**src/rtl/exu_alu_core.sv**
```systemverilog
// exu_alu_core: execute-stage ALU with valid/ready handshake on both sides.
// Single-cycle ops: ADD, SUB, EQ, NE, LESS_U, NO_FUNC (undefined codes -> 0).
// Optional feature macro ALU_SHIFT_EN: adds SLL/SRL/SRA as a 1-bit-per-cycle
// iterative shifter (BUSY state + shift counter). Without it, shift codes
// behave like NO_FUNC.
// Function encoding (alu_func): NO_FUNC=0 ADD=1 SUB=2 EQ=3 NE=4 LESS_U=5
//                               SLL=6 SRL=7 SRA=8
module exu_alu_core #(
  parameter int DATA_W  = 32,
  parameter int FUNC_W  = 4,
  parameter int SHAMT_W = 5
) (
  input  logic              clk,
  input  logic              rst,
  input  logic              in_valid,
  output logic              in_ready,
  input  logic [DATA_W-1:0] alu_a,
  input  logic [DATA_W-1:0] alu_b,
  input  logic [FUNC_W-1:0] alu_func,
  output logic              out_valid,
  input  logic              out_ready,
  output logic [DATA_W-1:0] result,
  output logic              cmp,
  output logic              busy
);

  localparam logic [FUNC_W-1:0] F_NO_FUNC = FUNC_W'(0);
  localparam logic [FUNC_W-1:0] F_ADD     = FUNC_W'(1);
  localparam logic [FUNC_W-1:0] F_SUB     = FUNC_W'(2);
  localparam logic [FUNC_W-1:0] F_EQ      = FUNC_W'(3);
  localparam logic [FUNC_W-1:0] F_NE      = FUNC_W'(4);
  localparam logic [FUNC_W-1:0] F_LESS_U  = FUNC_W'(5);
  localparam logic [FUNC_W-1:0] F_SLL     = FUNC_W'(6);
  localparam logic [FUNC_W-1:0] F_SRL     = FUNC_W'(7);
  localparam logic [FUNC_W-1:0] F_SRA     = FUNC_W'(8);

  typedef enum logic [1:0] {IDLE, BUSY, DONE} state_e;

  state_e            state_q, state_d;
  logic [DATA_W-1:0] result_q, result_d;
  logic [DATA_W-1:0] alu_res;
  logic              accept;

  assign in_ready  = (state_q == IDLE) & ~rst;
  assign accept    = in_valid & in_ready;
  assign out_valid = (state_q == DONE);
  assign busy      = (state_q != IDLE);
  assign result    = result_q;
  assign cmp       = result_q[0];

`ifdef ALU_SHIFT_EN
  logic [SHAMT_W-1:0] cnt_q, cnt_d;
  logic [FUNC_W-1:0]  func_q, func_d;
  logic [SHAMT_W-1:0] shamt;
  logic               is_shift;

  assign shamt    = alu_b[SHAMT_W-1:0];
  assign is_shift = (alu_func == F_SLL) | (alu_func == F_SRL) | (alu_func == F_SRA);
`else
  // Shift amount has no consumer when the shifter is compiled out.
  logic unused_shamt;
  assign unused_shamt = ^alu_b[SHAMT_W-1:0];
`endif

  // Single-cycle result; a shift by zero simply passes operand A through.
  always_comb begin
    alu_res = '0;
    case (alu_func)
      F_ADD:    alu_res = alu_a + alu_b;
      F_SUB:    alu_res = alu_a - alu_b;
      F_EQ:     alu_res = DATA_W'(alu_a == alu_b);
      F_NE:     alu_res = DATA_W'(alu_a != alu_b);
      F_LESS_U: alu_res = DATA_W'(alu_a < alu_b);
`ifdef ALU_SHIFT_EN
      F_SLL, F_SRL, F_SRA: alu_res = alu_a;
`else
      F_SLL, F_SRL, F_SRA: alu_res = '0;
`endif
      F_NO_FUNC: alu_res = '0;
      default:  alu_res = '0;
    endcase
  end

  // Next-state logic: accept in IDLE, iterate in BUSY, hold result in DONE.
  always_comb begin
    state_d  = state_q;
    result_d = result_q;
`ifdef ALU_SHIFT_EN
    cnt_d    = cnt_q;
    func_d   = func_q;
`endif
    case (state_q)
      IDLE: begin
        if (accept) begin
          result_d = alu_res;
          state_d  = DONE;
`ifdef ALU_SHIFT_EN
          if (is_shift && (shamt != '0)) begin
            cnt_d   = shamt;
            func_d  = alu_func;
            state_d = BUSY;
          end
`endif
        end
      end
      BUSY: begin
`ifdef ALU_SHIFT_EN
        // Shift while the counter is non-zero; one extra cycle at zero to finish.
        if (cnt_q == '0) begin
          state_d = DONE;
        end else begin
          cnt_d = cnt_q - 1'b1;
          case (func_q)
            F_SLL:   result_d = {result_q[DATA_W-2:0], 1'b0};
            F_SRA:   result_d = {result_q[DATA_W-1], result_q[DATA_W-1:1]};
            default: result_d = {1'b0, result_q[DATA_W-1:1]};
          endcase
        end
`else
        state_d = IDLE;
`endif
      end
      DONE: begin
        if (out_ready) state_d = IDLE;
      end
      default: state_d = IDLE;
    endcase
  end

  // State and datapath registers; reset discards any in-flight operation.
  always_ff @(posedge clk or posedge rst) begin
    if (rst) begin
      state_q  <= IDLE;
      result_q <= '0;
`ifdef ALU_SHIFT_EN
      cnt_q    <= '0;
      func_q   <= '0;
`endif
    end else begin
      state_q  <= state_d;
      result_q <= result_d;
`ifdef ALU_SHIFT_EN
      cnt_q    <= cnt_d;
      func_q   <= func_d;
`endif
    end
  end

endmodule
```
**config.mk**
```make
export PLATFORM = sky130hd
export DESIGN_NAME = exu_alu_core
export DESIGN_NICKNAME = d
export VERILOG_FILES = /design/src/rtl/exu_alu_core.sv
export SDC_FILE = /design/constraint.sdc
export NUM_CORES = 1
export LEC_CHECK = 0
export CELL_PAD_IN_SITES_DETAIL_PLACEMENT = 2
export CELL_PAD_IN_SITES_GLOBAL_PLACEMENT = 2
export CORE_MARGIN = 5
export CORE_UTILIZATION = 33
export CTS_BUF_LIST = sky130_fd_sc_hd__clkbuf_4
export CTS_CLUSTER_SIZE = 25
export DETAILED_ROUTE_END_ITERATION = 12
export PLACE_DENSITY_LB_ADDON = 0.1
export SLEW_MARGIN = 30
export SYNTH_ARGS = -nofsm -noshare
export SYNTH_HDL_FRONTEND = slang
export SYNTH_SLANG_ARGS = --single-unit
```
**constraint.sdc**
```tcl
create_clock -name clk -period 5.8 [get_ports clk]
set_input_delay 1.45 -clock clk [delete_from_list [all_inputs] [get_ports clk]]
set_output_delay 1.45 -clock clk [all_outputs]
set_load 0.005 [all_outputs]
```
==> impl_metrics.toml, run 1 <==
[power_and_ir_drop]
pwr-share-seq_pct = 26.5
ir_drop_uv = 74.7
power_frac_comb_pct = 53.9
fin_total_pwr_mw = 1.02
switching_share_pct = 43.5
power_density_nw_per_um2 = 162
clkPwrFrac_pct = 19.7
cellLeakagePower_nw = 2.71
p_int_uw = 578
power_switching_uw = 446

[cts]
cts_tree = "yes"
cts.sinks = 33
clkTransAtPathRegs_ns = 0.14
post_cts_buffers = 0
cts.repair.resized = 0
ctsHoldBuffers = 0
numCtsBuffers = 5
clk_path_buf_depth = 2
clk_latency_ns = 0.38
htreeDepth = 2
cts_root_buf = "clkbuf_4"

[critical_path]
critPathRequiredTime_ns = 6.07
start_kind = "primary input"
worst-path-buf-inv = 2
slowest_delay_ns = 0.54
r2r_cells = 8
crit_family = "compound AO/OA/AOI/OAI gates"
path_max_fanout = 5
reg2reg_to = "result[18]"
crit_type = "in2reg"
crit_chain = "clkdlybuf4s50_1 > ha_1 > inv_1 > fa_1 > o21bai_1 > o211ai_1 > a211oi_1 > o311ai_4 > o21ai_1 > a21oi_1 > o21ai_1 > a211oi_1 > a221o_1"
cp.arrival_ns = 4.82
critPathSlowestCell = "a211oi_1"
r2r_slack_ns = 3.45
r2r-start = "state_q[1]"
cp-end-kind = "register"

[global_routing]
grt_pass1_wl_mm = 35.3
antenna_found_initial = 0
grt_pass1_vias = 6388
grt_max_degree = 37
grtUsageTotal_pct = 24.1
gr-total-overflow = 0

[routing]
drc = 0
vias_per_cell = 6.12
wl_per_cell_um = 23.2
ant_nets = 0
drt-initial-drc-count = 272
drtPass1Iterations = 5
vias = 5776
wirelength_mm = 21.9

[placement]
dp_cells = 936
gp_congestion = 0.907
port_buffers = 107
dpl.hpwl_mm = 17.5

[floorplanning]
start_util_pct = 33.4
core-area_um2 = 15100
die-height_um = 134
boundaryPins = 108
rows = 45
die_w_um = 134
die_area_um2 = 17900

[final_layout]
nets = 892
instances_no_fill = 944
drive_gt1_share_pct = 5.42
area_growth_pct = 24.8
n_antenna_cell = 0
n_fill_cell = 1775

[sta]
fin_worst_skew_ns = 0.0101
final_max_slew_viol_count = 0
tightest_slew_ns = 0.752
hold_violations = 0
fin_crit_sh_pct = 78.5
max_freq_ghz = 0.220
rsz0062_at_grt = "false"
setup_viol = 0
worst_hold_slack_ns = 0.507
period_minus_slack_ns = 4.55
relSlewSlack_pct = 49.4
tns_ns = 0

[yosys]
yosysTopAreaCellShare_pct = 16.3
avgSynthCellArea_um2 = 7.51
synth_common_cells = "a21oi_1, inv_1, ha_1"
yosysUniqueCellTypes = 75
synth.most_common_cell = "a21oi_1"
synth_cells = 674
synth_flop_cell = "dfrtp_1"
synth_nets = 811
synth_top_cell_by_area = "dfrtp_1"
synth_edf_count = 0
synth-seq-cells = 33
ys_warn_count = 0
synth_area_leaders = "dfrtp_1, ha_1, a21oi_1"
yosysSeqAreaShare_pct = 16.3
async_reset_ff_share_pct = 100
syn_area_um2 = 5060

[worst_hold_path]
holdPathStages = 2
hold_start = "result[1]"
holdCritPathClass = "reg2reg"
holdPathEnd = "result[1]"

[flow_run]
drv_cap = 0

[status]
outcome = "complete, no violations"
[worst max-delay path by stage]
stage / to / start / cells after the start
6_report: result[26] / alu_b[0] / 13
3_5_place_dp: result[26] / alu_b[0] / 13
4_1_cts: result[26] / alu_b[0] / 13
5_1_grt: result[26] / alu_b[0] / 13
3_3_place_gp: result[26] / alu_b[0] / 13
2_1_floorplan: result[24] / alu_a[0] / 13
[cell type report]
| type | instances | area, µm² | share of cell area, % |
|---|---|---|---|
| Sequential cell | 33 | 826 | 13.1 |
| Clock buffer | 5 | 37.5 | 0.594 |
| Multi-Input combinational cell | 530 | 3780 | 59.8 |
| Timing Repair Buffer | 116 | 1140 | 18.0 |
| Inverter | 69 | 259 | 4.10 |
| Tap cell | 188 | 235 | 3.72 |
| Clock inverter | 3 | 41.3 | 0.653 |
[layer usage]
metal	global-route usage [%]	up-vias	part of all wire, %
li1	-	2664	-
met1	32.5	2937	46
met2	42.2	161	49
met3	3.23	14	4.9
met4	3.20	0	0.70
met5	0	-	0
[power by group through the flow]
stage,Clock [mW],Combinational (mW),Sequential [mW]
CTS,0.203,0.551,0.271
detailed placement,0,0.547,0.276
floorplan,0,0.321,0.272
global route,0.212,0.601,0.274
finish,0.201,0.552,0.271
global placement,0,0.528,0.274
[logic make-up (layout without fill, tap and decap cells)]
kind of cell / Yosys count / after routing / synth area share [%]
XOR/XNOR: 6 / 6 / 1.04
AO/OA/AOI/OAI: 266 / 266 / 37.1
buffers and inverters: 111 / 193 / 8.97
adder cells (fa/ha/maj): 65 / 65 / 16.4
multiplexers: 5 / 5 / 1.01
flip-flops: 33 / 33 / 16.3
AND/OR/NAND/NOR: 188 / 188 / 19.2
[per-stage QoR]
step	cell area, µm²	worst slack (ns)	util, %
CTS	6320	1.23	41.7
global route	6320	1.01	41.7
global placement	6240	1.01	41.2
detailed placement	6240	0.853	41.2
floorplan	5060	1.92	-
finish	6320	1.25	41.7
[worst register-to-register path, stage by stage, from the launching register on]
cell and delay [ns]:
dfrtp_1 0.43, nor2_1 0.21, nand2_1 0.10, or2_1 0.45, nor2_2 0.41, buf_4 0.26
o21ai_0 0.10, and3_1 0.17, o21ai_1 0.15
[registers in the layout, summed over array words and instances (netlist names)]
signal   flops
result      32
state_q      1
[layout by cell type, fill, tap and decap left out, types with 8 or more instances in the layout]
master             n
a31oi_1           11
ha_1              63
dfrtp_1           33
o21bai_1          13
o21ai_0           28
a21o_1             8
o31ai_1            8
a32o_1             9
a21oi_1           70
o211ai_1          10
a221o_1           13
clkdlybuf4s50_1  107
nand3_1            9
nor2_1            48
nand2_1           52
o221ai_1          14
inv_1             64
buf_4              9
o21ai_1           11
nor3_1            15
(Power assumes the default switching activity.)
==> inputs of run 2 (changes only) <==
- CORE_UTILIZATION: 33 -> 27
- clock period: 5.8 -> 4 ns (I/O delays scaled with it)
==> run 2 against run 1 <==
Against the previous run: clock-buffer cell count did not move; flip-flop and latch count unchanged; sequential power rose by 44%; highest routed layer unchanged; via count increased by 6.1%; critical endpoint is now result[24]; non-clock buffer count rose by 96; critical path type unchanged; sequential share of layout area shrank 1.5 points; power rose by 60%; combinational power increased by 70%.
==> impl_metrics.toml, run 2 (synthesis gave the netlist of run 1 again) <==
[status]
outcome = "complete, no violations"

[floorplanning]
die_w_um = 147
die_area_um2 = 21600
start_util_pct = 27.2
rows = 50
die-height_um = 147
boundaryPins = 108
core-area_um2 = 18600

[final_layout]
largest_reg_flops = 32
layout_commonest_cell = "clkdlybuf4s50_1"
instances_no_fill = 1087
layout_common_cells = "clkdlybuf4s50_1, buf_4, a21oi_1, inv_1, ha_1"
fin_util_pct = 38.3
drive_gt1_share_pct = 16.1
n_fill_cell = 2143
nets = 988
area_growth_pct = 40.8

[routing]
vias = 6128
wirelength_mm = 24.2
ant_nets = 0
drt-initial-drc-count = 255
wl_per_cell_um = 22.2
vias_per_cell = 5.64
drc = 0
drtPass1Iterations = 4

[sta]
relSlewSlack_pct = 50.9
period_minus_slack_ns = 3.83
rsz0062_at_grt = "false"
setup_viol = 0
final_max_slew_viol_count = 0
fin_crit_sh_pct = 95.6
max_freq_ghz = 0.261
fin_worst_skew_ns = 0.0182
tightest_slew_ns = 0.718
hold_violations = 0

[critical_path]
crit_top_cell = "a21oi_1"
crit_chain = "clkdlybuf4s50_1 > inv_1 > ha_1 > inv_1 > fa_1 > a21oi_1 > o211ai_1 > a31oi_1 > a21oi_1 > a211o_1 > a211o_1 > a21oi_1 > mux2i_1 > a2111o_1"
critPathSlowestCell = "clkdlybuf4s50_1"
start_kind = "primary input"
critPathRequiredTime_ns = 4.32
crit_type = "in2reg"
cp.arrival_ns = 4.15
cp-end-kind = "register"
path_max_fanout = 3
slowest_delay_ns = 0.43

[cts]
clk_latency_ns = 0.42
cts_tree = "yes"
cts.repair.resized = 0
cts.sinks = 33
clkTransAtPathRegs_ns = 0.16
numCtsBuffers = 5
cts_root_buf = "clkbuf_4"
ctsHoldBuffers = 0
clk_path_buf_depth = 2
htreeDepth = 2
post_cts_buffers = 0

[placement]
dp_cells = 1078
dpl.hpwl_mm = 19.7
gp_congestion = 0.925
port_buffers = 107

[worst_hold_path]
holdCritPathClass = "reg2reg"

[global_routing]
grt_pass1_wl_mm = 38.5
grt_max_degree = 36
grt_pass1_vias = 6926
grtUsageTotal_pct = 22.0
antenna_found_initial = 1
gr-total-overflow = 0

[power_and_ir_drop]
ir_drop_uv = 116
power_density_nw_per_um2 = 230
fin_total_pwr_mw = 1.64
cellLeakagePower_nw = 3.18

[flow_run]
drv_cap = 0
## run 2: cell count changes in the layout (fill, tap and decap cells not counted), sizes merged
cell / delta
diode: +1
buf: +96
## run 2: worst paths after layout
kind                       startpoint          to  slack (ns)  depth (start not counted)
setup reg to reg           state_q[1]  result[18]        1.85                          7
hold / removal             result[19]  result[19]        0.50                          2
max in group asynchronous         rst  result[16]        2.18                          3
hold reg to reg            result[19]  result[19]        0.50                          2
min in group asynchronous         rst  state_q[1]        0.98                          2
setup / recovery             alu_a[0]  result[24]        0.17                         14
## run 2: through the flow
step	hold WS (ns)	setup TNS, ns	area, µm²	setup slack (ns)
floorplan	0.473	0	5060	0.573
global route	0.539	0	7120	0.0214
detailed placement	0.481	-2.73	7040	-0.278
finish	0.502	0	7120	0.175
global placement	0.470	-1.16	7040	-0.199
CTS	0.512	0	7120	0.202
## run 2: cell type report
class                           instances  area, µm²  area share (%)
Tap cell                              234        293            4.11
Clock inverter                          3       41.3           0.580
Sequential cell                        33        826            11.6
Antenna cell                            1       2.50          0.0351
Multi-Input combinational cell        530       3780            53.1
Clock buffer                            5       37.5           0.527
Timing Repair Buffer                  212       1880            26.4
Inverter                               69        259            3.64
## run 2: metal layers
metal  global-route usage [%]  routed length [µm]  up-vias
met5                        0                   0        -
met4                     4.99                 336        0
met3                     2.41                 611       24
met2                     41.9               12900      113
met1                     26.4               10400     3133
li1                         -                   -     2858
## run 2: power breakdown
| group | internal, mW | leakage (nW) | switching [mW] |
|---|---|---|---|
| clock network | 0.129 | 0.0389 | 0.178 |
| logic | 0.446 | 2.70 | 0.494 |
| registers | 0.367 | 0.435 | 0.0231 |
| total | 0.942 | 3.18 | 0.695 |
## run 2: worst max-delay path: cells and delay by family
kind	cells	cell delay, ns
buffers and inverters	3	0.56
AO/OA/AOI/OAI	8	1.92
multiplexers	1	0.10
adder cells (fa/ha/maj)	2	0.57
==> inputs of run 3 (changes only) <==
- PLACE_DENSITY: unset -> 0.8
- PLACE_DENSITY_LB_ADDON: 0.1 -> unset
- SETUP_SLACK_MARGIN: unset -> 0.4
==> run 3 against run 2 <==
Against the previous run: power grew 4.4%; setup slack gained 0.26 ns; largest cell class unchanged; critical endpoint is now result[28]; clock-buffer cell count is the same.
==> impl_metrics.toml, run 3 (synthesis gave the netlist of run 1 again) <==
[routing]
wl_per_cell_um = 25.0
drc = 0
vias_per_cell = 5.90
vias = 6523
drt-initial-drc-count = 393
wirelength_mm = 27.6
ant_nets = 0
drtPass1Iterations = 6

[critical_path]
r2r_cells = 7
r2r_slack_ns = 1.73
r2r-start = "state_q[1]"
path_max_fanout = 4
cp.arrival_ns = 3.84
worstSetupStartpoint = "alu_a[6]"
start_kind = "primary input"
crit_type = "in2reg"
critPathRequiredTime_ns = 4.28
reg2reg_to = "result[18]"
cp-end-kind = "register"

[power_and_ir_drop]
cellLeakagePower_nw = 3.35
power_density_nw_per_um2 = 223
fin_total_pwr_mw = 1.71
ir_drop_uv = 100

[sta]
hold_violations = 0
period_minus_slack_ns = 3.57
tns_ns = 0
fin_crit_sh_pct = 89.1
setup_viol = 0
max_freq_ghz = 0.280
final_max_slew_viol_count = 0
relSlewSlack_pct = 54.5
rsz0062_at_grt = "true"
fin_worst_skew_ns = 0.0308
tightest_slew_ns = 0.675

[final_layout]
nets = 1006
multi_input_area_um2 = 4210
largest_reg_flops = 32
n_fill_cell = 2070
layout_commonest_cell = "buf_4"
area_growth_pct = 51.2
regArea_um2 = 826
layout_common_cells = "buf_4, clkdlybuf4s50_1, a21oi_1, inv_1, nand2_1"
drive_gt1_share_pct = 25.7

[cts]
cts_root_buf = "clkbuf_4"
cts.sinks = 33
cts_tree = "yes"
clk_path_buf_depth = 2
numCtsBuffers = 5
htreeDepth = 2
clkTransAtPathRegs_ns = 0.13
clk_latency_ns = 0.40

[floorplanning]
boundaryPins = 108
start_util_pct = 27.2
core-area_um2 = 18600
rows = 50
die_w_um = 147
die-height_um = 147
die_area_um2 = 21600

[global_routing]
antenna_found_initial = 1
grt_pass1_wl_mm = 41.4
grt_max_degree = 34
grt_pass1_vias = 7345
gr-total-overflow = 0
grtUsageTotal_pct = 23.5

[worst_hold_path]
holdPathStages = 2
holdCritPathClass = "reg2reg"
holdPathEnd = "result[1]"
hold_start = "result[1]"

[placement]
port_buffers = 107
gp_congestion = 0.908
dpl.hpwl_mm = 19.3

[status]
outcome = "complete, no violations"

[flow_run]
drv_cap = 0
[run 3: cell count changes in the layout (fill, tap and decap cells not counted), sizes merged]
cell and change:
buf +18, clkdlybuf4s50 -17, dlymetal6s2s +9, dlygate4sd2 +7, bufinv -1, clkbuf +1, clkinv +1
[run 3: per-stage QoR]
step	hold slack [ns]	cells	worst slack, ns	cell area (µm²)	utilization (%)
after floorplan	0.473	674	0.573	5060	-
after global placement	0.480	1067	-0.178	6940	37.3
after detailed placement	0.473	1067	-0.331	6940	37.3
after CTS	0.507	1097	0.402	7330	39.5
after global routing	0.540	1105	0.350	7650	41.2
final	0.502	1105	0.435	7650	41.2
[run 3: layout make-up]
class,count,share of cell area [%]
multi-input combinational,530,55.0
timing repair buffer,230,26.2
sequential,33,10.8
tap,234,3.83
inverter,69,3.38
clock buffer,5,0.490
clock inverter,3,0.229
antenna,1,0.0327
[run 3: what timing repair did]
item | 4_1_cts | 5_1_grt
resized for setup | 49 | 60
buffers inserted | 22 | 7
pin swaps | 26 | 26
hold buffers | 0 | 0
setup endpoints to repair | 19 | 22
hold endpoints to repair | 0 | 0
[run 3: worst max-delay path by stage]
stage,to,slack (ns)
6_report,result[28],0.43
5_1_grt,result[29],0.35
3_5_place_dp,result[10],-0.33
3_3_place_gp,result[26],-0.18
2_1_floorplan,result[24],0.57
4_1_cts,result[27],0.40
[run 3: routing by layer]
layer	track usage, %	vias up	part of all wire (%)
li1	-	2899	-
met1	28.2	3293	41
met2	42.3	251	51
met3	2.44	80	4.2
met4	10.8	0	4.1
met5	0	-	0
[run 3: report_power, final]
group          switching, mW  internal, mW  total (mW)
Sequential            0.0282         0.367       0.395
Combinational          0.581         0.504        1.08
Clock                  0.164        0.0664       0.231
Total                  0.773         0.937        1.71
[run 3: critical path, stage by stage]
cell,delay (ns)
clkdlybuf4s50_1,0.48
ha_1,0.26
nor2b_1,0.17
a2111oi_4,0.31
a211oi_4,0.12
buf_4,0.16
o311ai_4,0.42
nor3_2,0.10
o22a_1,0.25
a221o_1,0.30
a32o_1,0.26
